$ cat src/rtl/div_pkg.sv
// -----------------------------------------------------------------------------
// div_pkg
// Shared types and constants for the multi-cycle DIV/DIVU unit.
//   - div_state_e : FSM state encoding (2 bits), also driven out for debug
//   - handshake / reset level constants used by the divider and its users
// -----------------------------------------------------------------------------
package div_pkg;

  localparam int DIV_DATA_W = 32;

  // Reset level.
  localparam logic RST_ENABLE = 1'b1;

  // start_i levels seen from the EX stage.
  localparam logic DIV_START = 1'b1;
  localparam logic DIV_STOP  = 1'b0;

  // ready_o levels.
  localparam logic DIV_RESULT_READY     = 1'b1;
  localparam logic DIV_RESULT_NOT_READY = 1'b0;

  // Width of the {HI, LO} result bus.
  localparam int DOUBLE_REG_BUS_W = 2 * DIV_DATA_W;

  typedef enum logic [1:0] {
    DIV_FREE   = 2'd0,
    DIV_BYZERO = 2'd1,
    DIV_ON     = 2'd2,
    DIV_END    = 2'd3
  } div_state_e;

endpackage

$ cat src/rtl/div_if.sv
// -----------------------------------------------------------------------------
// div_if
// Request/result bundle between the EX stage (master) and the divider (slave).
//   signed_div_i : 1 = DIV, 0 = DIVU
//   opdata1_i    : dividend
//   opdata2_i    : divisor
//   start_i      : request, held high by the master until ready_o is seen
//   annul_i      : cancel the operation in flight; wins over start_i
//   result_o     : {remainder, quotient}, meaningful only while ready_o = 1
//   ready_o      : result valid
//
// Handshake: the master raises start_i with operands stable; the divider
// captures them on the first edge where start_i=1 and annul_i=0 in FREE.
// ready_o then rises once and result_o stays stable for as long as start_i
// remains high. Dropping start_i (or raising annul_i) retires the result on
// the next edge; a new request is only accepted from FREE, so at least one
// idle cycle separates two operations.
// -----------------------------------------------------------------------------
interface div_if #(
  parameter int DATA_W = 32
);
  logic                  signed_div_i;
  logic [DATA_W-1:0]     opdata1_i;
  logic [DATA_W-1:0]     opdata2_i;
  logic                  start_i;
  logic                  annul_i;
  logic [2*DATA_W-1:0]   result_o;
  logic                  ready_o;

  modport master (
    output signed_div_i, opdata1_i, opdata2_i, start_i, annul_i,
    input  result_o, ready_o
  );

  modport slave (
    input  signed_div_i, opdata1_i, opdata2_i, start_i, annul_i,
    output result_o, ready_o
  );
endinterface

$ cat src/rtl/div.sv
// -----------------------------------------------------------------------------
// div
// Multi-cycle radix-2 restoring divider for MIPS32 DIV/DIVU.
// Produces {HI, LO} = {remainder, quotient}; one quotient bit per cycle.
//
// Ports:
//   clk     : clock, rising edge
//   rst     : synchronous active-high reset
//   bus     : div_if.slave (operands, start/annul, result/ready)
//   state_o : current FSM state, for debug/observation
//
// Timing: request accepted at edge T -> ready_o high after edge T+33
// (divide-by-zero: after edge T+2, result 0).
// -----------------------------------------------------------------------------
module div
  import div_pkg::*;
#(
  parameter int DATA_W = 32
) (
  input  logic       clk,
  input  logic       rst,
  div_if.slave       bus,
  output div_state_e state_o
);

  localparam int CNT_W = $clog2(DATA_W) + 1;

  // Two's-complement negate.
  function automatic logic [DATA_W-1:0] neg2(input logic [DATA_W-1:0] v);
    return ~v + DATA_W'(1);
  endfunction

  div_state_e          state_q;
  logic [CNT_W-1:0]    cnt_q;
  logic                signed_q;
  logic                dvd_neg_q;
  logic                dvs_neg_q;
  logic [DATA_W-1:0]   divisor_q;   // divisor magnitude
  logic [DATA_W-1:0]   rem_q;       // partial remainder
  logic [DATA_W-1:0]   quo_q;       // unshifted dividend bits / quotient bits
  logic [2*DATA_W-1:0] result_q;
  logic                ready_q;

  // Operand magnitudes at capture time. In signed mode 0x80000000 negates to
  // itself, which is exactly its magnitude when read as unsigned.
  logic [DATA_W-1:0] dvd_mag_d;
  logic [DATA_W-1:0] dvs_mag_d;

  always_comb begin
    dvd_mag_d = bus.opdata1_i;
    dvs_mag_d = bus.opdata2_i;
    if (bus.signed_div_i && bus.opdata1_i[DATA_W-1]) dvd_mag_d = neg2(bus.opdata1_i);
    if (bus.signed_div_i && bus.opdata2_i[DATA_W-1]) dvs_mag_d = neg2(bus.opdata2_i);
  end

  // One restoring step: bring the next dividend bit into the remainder and
  // try to subtract the divisor. The trial value is one bit wider than the
  // remainder; a set top bit of the difference means the subtract borrowed.
  logic [DATA_W:0]   trial_d;
  logic [DATA_W:0]   diff_d;
  logic              fits_d;
  logic [DATA_W-1:0] rem_step_d;
  logic [DATA_W-1:0] quo_step_d;

  always_comb begin
    trial_d    = {rem_q, quo_q[DATA_W-1]};
    diff_d     = trial_d - {1'b0, divisor_q};
    fits_d     = ~diff_d[DATA_W];
    rem_step_d = fits_d ? diff_d[DATA_W-1:0] : trial_d[DATA_W-1:0];
    quo_step_d = {quo_q[DATA_W-2:0], fits_d};
  end

  // Sign correction applied once the magnitude division is complete:
  // quotient is negative when the operand signs differ, remainder takes the
  // dividend's sign. -2^31 / -1 falls out as 0x80000000 with no special case.
  logic [DATA_W-1:0] quo_fix_d;
  logic [DATA_W-1:0] rem_fix_d;

  always_comb begin
    quo_fix_d = quo_q;
    rem_fix_d = rem_q;
    if (signed_q && (dvd_neg_q ^ dvs_neg_q)) quo_fix_d = neg2(quo_q);
    if (signed_q && dvd_neg_q)               rem_fix_d = neg2(rem_q);
  end

  always_ff @(posedge clk) begin
    if (rst == RST_ENABLE) begin
      state_q   <= DIV_FREE;
      cnt_q     <= '0;
      signed_q  <= 1'b0;
      dvd_neg_q <= 1'b0;
      dvs_neg_q <= 1'b0;
      divisor_q <= '0;
      rem_q     <= '0;
      quo_q     <= '0;
      result_q  <= '0;
      ready_q   <= DIV_RESULT_NOT_READY;
    end else begin
      case (state_q)
        DIV_FREE: begin
          ready_q  <= DIV_RESULT_NOT_READY;
          result_q <= '0;
          if (bus.start_i == DIV_START && !bus.annul_i) begin
            signed_q  <= bus.signed_div_i;
            dvd_neg_q <= bus.opdata1_i[DATA_W-1];
            dvs_neg_q <= bus.opdata2_i[DATA_W-1];
            divisor_q <= dvs_mag_d;
            rem_q     <= '0;
            quo_q     <= dvd_mag_d;
            cnt_q     <= '0;
            if (bus.opdata2_i == '0) begin
              state_q <= DIV_BYZERO;
            end else begin
              state_q <= DIV_ON;
            end
          end
        end

        DIV_BYZERO: begin
          result_q <= '0;
          ready_q  <= DIV_RESULT_NOT_READY;
          if (bus.annul_i) begin
            state_q <= DIV_FREE;
          end else begin
            state_q <= DIV_END;
          end
        end

        DIV_ON: begin
          if (bus.annul_i) begin
            state_q  <= DIV_FREE;
            ready_q  <= DIV_RESULT_NOT_READY;
            result_q <= '0;
          end else if (cnt_q != CNT_W'(DATA_W)) begin
            rem_q <= rem_step_d;
            quo_q <= quo_step_d;
            cnt_q <= cnt_q + CNT_W'(1);
          end else begin
            state_q  <= DIV_END;
            ready_q  <= DIV_RESULT_READY;
            result_q <= {rem_fix_d, quo_fix_d};
          end
        end

        DIV_END: begin
          if (bus.start_i == DIV_STOP || bus.annul_i) begin
            state_q  <= DIV_FREE;
            ready_q  <= DIV_RESULT_NOT_READY;
            result_q <= '0;
          end else begin
            // The divide-by-zero path arrives here with ready low and a zero
            // result; the normal path arrives already ready. Either way the
            // result is held from here on.
            ready_q <= DIV_RESULT_READY;
          end
        end

        default: begin
          state_q  <= DIV_FREE;
          ready_q  <= DIV_RESULT_NOT_READY;
          result_q <= '0;
        end
      endcase
    end
  end

  assign bus.result_o = result_q;
  assign bus.ready_o  = ready_q;
  assign state_o      = state_q;

endmodule

$ cat src/flat_wrapper.sv
// flat-port wrapper written by rule: the top's interface ports become plain ports
module div_flat import div_pkg::*;
#(
  parameter int DATA_W = 32
)
  (clk, rst, state_o, bus_signed_div_i, bus_opdata1_i, bus_opdata2_i, bus_start_i, bus_annul_i, bus_result_o, bus_ready_o);
  div_if #(.DATA_W(DATA_W)) bus_i ();
  input  logic clk;
  input  logic rst;
  output div_state_e state_o;
  input wire logic [$bits(bus_i.signed_div_i)-1:0] bus_signed_div_i;
  input wire logic [$bits(bus_i.opdata1_i)-1:0] bus_opdata1_i;
  input wire logic [$bits(bus_i.opdata2_i)-1:0] bus_opdata2_i;
  input wire logic [$bits(bus_i.start_i)-1:0] bus_start_i;
  input wire logic [$bits(bus_i.annul_i)-1:0] bus_annul_i;
  output wire logic [$bits(bus_i.result_o)-1:0] bus_result_o;
  output wire logic [$bits(bus_i.ready_o)-1:0] bus_ready_o;
  assign bus_i.signed_div_i = bus_signed_div_i;
  assign bus_i.opdata1_i = bus_opdata1_i;
  assign bus_i.opdata2_i = bus_opdata2_i;
  assign bus_i.start_i = bus_start_i;
  assign bus_i.annul_i = bus_annul_i;
  assign bus_result_o = bus_i.result_o;
  assign bus_ready_o = bus_i.ready_o;
  div #(.DATA_W(DATA_W)) u_core (.clk(clk), .rst(rst), .bus(bus_i), .state_o(state_o));
endmodule
$ cat config.mk
export PLATFORM = sky130hd
export DESIGN_NAME = div_flat
export DESIGN_NICKNAME = d
export VERILOG_FILES = /design/src/rtl/div_pkg.sv /design/src/rtl/div_if.sv /design/src/rtl/div.sv /design/src/flat_wrapper.sv
export SDC_FILE = /design/constraint.sdc
export NUM_CORES = 1
export LEC_CHECK = 0
export ABC_AREA = 1
export ABC_CLOCK_PERIOD_IN_PS = 3000
export BUFFER_PORTS_ARGS = -buffer_cell sky130_fd_sc_hd__buf_2
export CAP_MARGIN = 20
export CORE_UTILIZATION = 45
export CTS_CLUSTER_SIZE = 16
export DETAILED_ROUTE_END_ITERATION = 10
export GPL_ROUTABILITY_DRIVEN = 1
export PLACE_DENSITY_LB_ADDON = 0.08
export SETUP_SLACK_MARGIN = 0.1
export SLEW_MARGIN = 10
export SYNTH_ARGS = -nofsm -noshare
export SYNTH_HDL_FRONTEND = slang
export SYNTH_SLANG_ARGS = --single-unit
$ cat constraint.sdc
create_clock -name clk -period 3 [get_ports clk]
set_clock_uncertainty 0.05 [all_clocks]
set_input_delay 0.6 -clock clk [delete_from_list [all_inputs] [get_ports clk]]
set_output_delay 0.6 -clock clk [all_outputs]
set_load 0.01 [all_outputs]
# --- Word level (Yosys, flattened, before mapping) ---
# Cells that the tools add are included.
word_totals:
  reg_bits: 172
  in_bits: 69
  output_inout_bits: 67
  wordCells: 79
op_classes:
  n_addsub: 6
  eq_ne: 9
  muxes: 32
  bitwise: 7
  reduce_logical: 15
op_table:
  columns: ["op", "n"]
  rows:
  - ["32-bit two-way mux", 11]
  - ["64-bit two-way mux", 3]
  - ["64-bit case mux with 3 select lines", 1]
  - ["32-bit by 1-bit adder with 32-bit output (second input constant)", 4]
  - ["32-bit NOT", 4]
  - ["32-bit case mux with 2 select lines", 2]
  - ["33-bit by 32-bit subtractor with 33-bit output", 1]
  - ["32-bit logical NOT", 1]
  - ["6-bit two-way mux", 3]
  - ["2-bit two-way mux", 6]
  - ["6-bit case mux with 2 select lines", 1]
  - ["2-bit case mux with 4 select lines", 1]
  - ["6-bit by 1-bit adder with 6-bit output (second input constant)", 1]
  - ["2-bit by 1-bit != test with 1-bit output (second input constant)", 3]
  - ["6-bit != test (second input constant)", 1]
  - ["1-bit logical AND", 5]
  - ["2-bit == test (second input constant)", 2]
  - ["2-bit AND reduction", 2]
  - ["4-bit AND reduction", 1]
  - ["1-bit two-way mux", 3]
  - ["3-bit != test (second input constant)", 1]
  - ["1-bit case mux with 3 select lines", 1]
  - ["3-bit AND reduction", 1]
  - ["2-bit by 1-bit == test with 1-bit output (second input constant)", 1]
  - ["8 further kinds", 9]

# --- Longest topological paths before layout ---
logic_depth:
  word_depth: 6
  depth_mapped: 18
  depth_no_buf: 17

# --- Worst setup path after synthesis ---
# Ideal clock, no wire load.
synth_timing:
  kind: "reg2reg"
  startpoint: "reg u_core.quo_q[31]"
  endpoint: "reg u_core.rem_q[4]"
  setup_time_ns: 0.132
  arrival_time_ns: 2.052
  t_required_ns: 2.818
  setup_slack_ns: 0.766
  stages_incl_launch_ff: 19
  path_buffers: 1
  period_less_slack_ns: 2.234
  path_cell_list: "dfxtp_1 -> inv_1 -> ha_1 -> fa_1 -> inv_1 -> nand2_1 -> nand2_1 -> nand3_1 -> nand2_2 -> nand2_2 -> nand2_2 -> nand2_4 -> nand2_4 -> nand2_2 -> nand2_1 -> buf_4 -> nand2_1 -> nand3_1 -> a21oi_1"
synth_via:
  elab_chain_cells: 5
synth_lines:
  columns: ["item", "line", "rtl"]
  rows:
  - ["start: declaration", "div.sv:40", "logic [DATA_W-1:0] quo_q;"]
  - ["start signal: assignment", "div.sv:109", "quo_q <= dvd_mag_d;"]
  - ["start signal: assignment", "div.sv:136", "quo_q <= quo_step_d;"]
  - ["33-bit by 32-bit subtractor with 33-bit output", "div.sv:67", "diff_d = trial_d - {1'b0, divisor_q};"]
  - ["32-bit two-way mux", "div.sv:69", "rem_step_d = fits_d ? diff_d[DATA_W-1:0] : trial_d[DATA_W-1:0];"]
  - ["32-bit two-way mux", "div.sv:134", "end else if (cnt_q != CNT_W'(DATA_W)) begin"]
  - ["32-bit two-way mux", "div.sv:130", "if (bus.annul_i) begin"]
  - ["32-bit case mux with 2 select lines", "div.sv:99", "case (state_q)"]
  - ["end signal: assignment", "div.sv:135", "rem_q <= rem_step_d;"]
  - ["end: declaration", "div.sv:39", "logic [DATA_W-1:0] rem_q;"]
# No other way between the ends. The select of a mux whose other input is x is not followed.
# A chain may end at the register's enable or synchronous reset.

# --- Worst setup path in the final report ---
layout_timing:
  startpoint: "reg u_core.quo_q[31]"
  endpoint: "reg u_core.rem_q[20]"
# Same word-level chain as after synthesis.

==> impl_metrics.env <==
export IMPL_status="finished clean"
export IMPL_fin_ws_ns=0.403
export IMPL_numPortBuffers=135
export IMPL_cp_slowest_cell="fa_1"
export IMPL_grt_pass1_wl_um=64800
export IMPL_swShare=0.489
export IMPL_pwr_share_clk=0.212
export IMPL_routed_wl_um=41500
export IMPL_synth_largest_area_cell="dfxtp_1"
export IMPL_finalCritPeriodShare=0.866
export IMPL_drv_cap=0
export IMPL_path_cells="inv_1, ha_1, fa_1, inv_1, nand2_1, nand2_1, nand3_1, nand2_2, nand2_2, nand2_2, nand2_4, nand2_4, nand2_4, buf_4, nand3_1, nand3_1, a21oi_1"
export IMPL_ys_ff_latch=172
export IMPL_via_per_inst=5.25
export IMPL_pre_cts_slack_ns=0.273
export IMPL_final_util=0.516
export IMPL_mostFrequentLayoutCells="nand2_1, inv_1, a21oi_1"
export IMPL_synth_area_um2=12800
export IMPL_drt_first_pass_iters=7
export IMPL_ctsHtreeMaxLevel=4
export IMPL_hold_viol=0
export IMPL_cp_max_fo=21
export IMPL_core_area_um2=27900
export IMPL_max_freq_mhz=385
export IMPL_startpoint_type="flip-flop"
export IMPL_cts_root_buffer="clkbuf_16"
export IMPL_synth_area_top_cells="dfxtp_1, nand2_1, inv_1"
export IMPL_cts_buffers_inserted=17
export IMPL_hp_class="reg -> reg"
export IMPL_setup_violations=0
export IMPL_p_int_mw=5.29
export IMPL_synth_top_cell_area_share=0.269
export IMPL_postLayoutCellArea_um2=14400
export IMPL_relSlewSlack=0.274
export IMPL_slew_violations=0
export IMPL_rsz0062_at_grt="false"
export IMPL_layout_commonest_cell="nand2_1"
export IMPL_grt_pass1_vias=12200
export IMPL_place_inst=2587
export IMPL_clkTransAtPathRegs_ns=0.08
export IMPL_clk_latency_ns=0.44
export IMPL_ys_warn_count=0
export IMPL_grt_max_degree=65
export IMPL_cts_tree="done"
export IMPL_die_h_um=171
export IMPL_start_util=0.459
export IMPL_via_count=13800
export IMPL_die_w_um=171
export IMPL_area_growth_pct=12.5
export IMPL_path_class="reg -> reg"
export IMPL_antenna_found_initial=0
export IMPL_cpPeakStageDelay_ns=0.40
export IMPL_grtUsageTotal=0.288
export IMPL_first_iter_violations=1199
export IMPL_min_period_ns=2.60
export IMPL_ys_seq_area_frac=0.269
export IMPL_avgSynthCellArea_um2=6.01
export IMPL_drc=0
export IMPL_place_gp_congestion=0.943
export IMPL_p_sw_mw=5.07
export IMPL_antenna_diode_count=0
export IMPL_final_instance_count_excl_fill=2618
export IMPL_drive_above_1_share=0.113
export IMPL_synthCells=2125
export IMPL_cellLeakagePower_nw=7.10
export IMPL_avgRoutedWirePerCell_um=15.8
export IMPL_nets=2339
export IMPL_tns_ns=0
export IMPL_required_ns=3.29
export IMPL_whs_ns=0.413
export IMPL_io_pins=136
export IMPL_seqPwrFrac=0.290
export IMPL_cts_sinks=172
export IMPL_hpwl_um=33200
export IMPL_ir_worst_vdd_uv=523
export IMPL_hold_buffers=0
export IMPL_worst_pin_slew_ns=1.07
export IMPL_total_power_mw=10.4
export IMPL_r2r_slack_ns=0.40
export IMPL_power_density_nw_per_um2=721
export IMPL_rows=61
export IMPL_grt_overflow_total=0
export IMPL_crit_path_end_kind="flip-flop"
export IMPL_dieArea_um2=29100
export IMPL_clk_path_buf_depth=2
export IMPL_synth_cell_type_count=52
export IMPL_place_area_um2=13800
export IMPL_ant_nets=0
export IMPL_crit_arrival_ns=2.89
export IMPL_syn_num_nets=2236
export IMPL_power_frac_comb=0.498
-- final timing paths --
check	startpoint	endpoint	depth (start not counted)
min reg2reg	u_core.bus.result_o[31]	u_core.bus.result_o[31]	2
max reg2reg	u_core.quo_q[31]	u_core.rem_q[20]	17
max	u_core.quo_q[31]	u_core.rem_q[20]	17
min	u_core.bus.result_o[31]	u_core.bus.result_o[31]	2
-- worst max-delay path: cells and delay by family, from the launching register on --
kind	cells	cell delay [ns]
flip-flops	1	0.37
adder cells (fa/ha/maj)	2	0.64
AO/OA/AOI/OAI	1	0.14
buffers and inverters	3	0.45
AND/OR/NAND/NOR	11	0.88
-- power by group through the flow --
stage / logic [mW] / registers [mW] / clock network, mW
after detailed placement: 5.06 / 3.03 / 0
after global placement: 5.04 / 3.02 / 0
after CTS: 5.09 / 2.98 / 2.23
final: 5.16 / 3.00 / 2.19
after global routing: 5.78 / 3.03 / 2.32
after floorplan: 3.75 / 2.88 / 0
-- synth_stat cells (all sizes together) --
library cell,n
buf,39
o211ai,10
o21ai,88
a2bb2oi,2
inv,317
a21o,3
clkbuf,38
nand3,204
a22oi,19
xor2,33
clkinv,1
nor4,7
ha,41
a31oi,11
nand2,633
o41ai,1
fa,1
xnor2,17
nand3b,21
o21a,1
o31ai,5
nor3b,2
and2,3
o2111ai,1
a211oi,2
and3,2
o21bai,6
o221ai,3
dfxtp,172
or2,10
nand4,32
nor2,163
nor3,31
or4,1
a21oi,204
o22ai,1
-- area by class of cell --
| class | instances | area, µm² |
|---|---|---|
| timing repair buffer | 161 | 915 |
| sequential | 172 | 3440 |
| tap | 378 | 473 |
| clock inverter | 14 | 150 |
| clock buffer | 17 | 425 |
| fill | 3017 | 13500 |
| inverter | 318 | 1190 |
| multi-input combinational | 1558 | 7780 |
-- registers in the layout (all words and copies together) (netlist names) --
name and count:
u_core.dvd_neg_q 1, u_core.signed_q 1, u_core.quo_q 32, u_core.dvs_neg_q 1, u_core.bus.result_o 64, u_core.state_o 2, u_core.divisor_q 32, u_core.cnt_q 6
u_core.rem_q 32, u_core.bus.ready_o 1
-- timing repair --
action / 4_1_cts / 5_1_grt
endpoints found under the setup margin: 0 / 33
resized for setup: 0 / 4
buffers inserted: 0 / 0
-- metal layers --
metal	part of all wire	vias to the layer above	global-route usage
li1	-	7065	-
met5	0	-	0
met3	0.058	50	0.0296
met4	0.022	0	0.0893
met1	0.51	6231	0.434
met2	0.41	407	0.423
-- kinds of logic (layout without fill, tap and decap cells) --
kind of cell | after synthesis | in the layout | share of synthesized area
AND/OR/NAND/NOR | 1109 | 1109 | 0.376
buffers and inverters | 395 | 510 | 0.123
AO/OA/AOI/OAI | 357 | 357 | 0.156
flip-flops | 172 | 172 | 0.269
XOR/XNOR | 50 | 50 | 0.0343
adder cells (fa/ha/maj) | 42 | 42 | 0.0417
No activity file was read; power rests on OpenSTA's default activity.
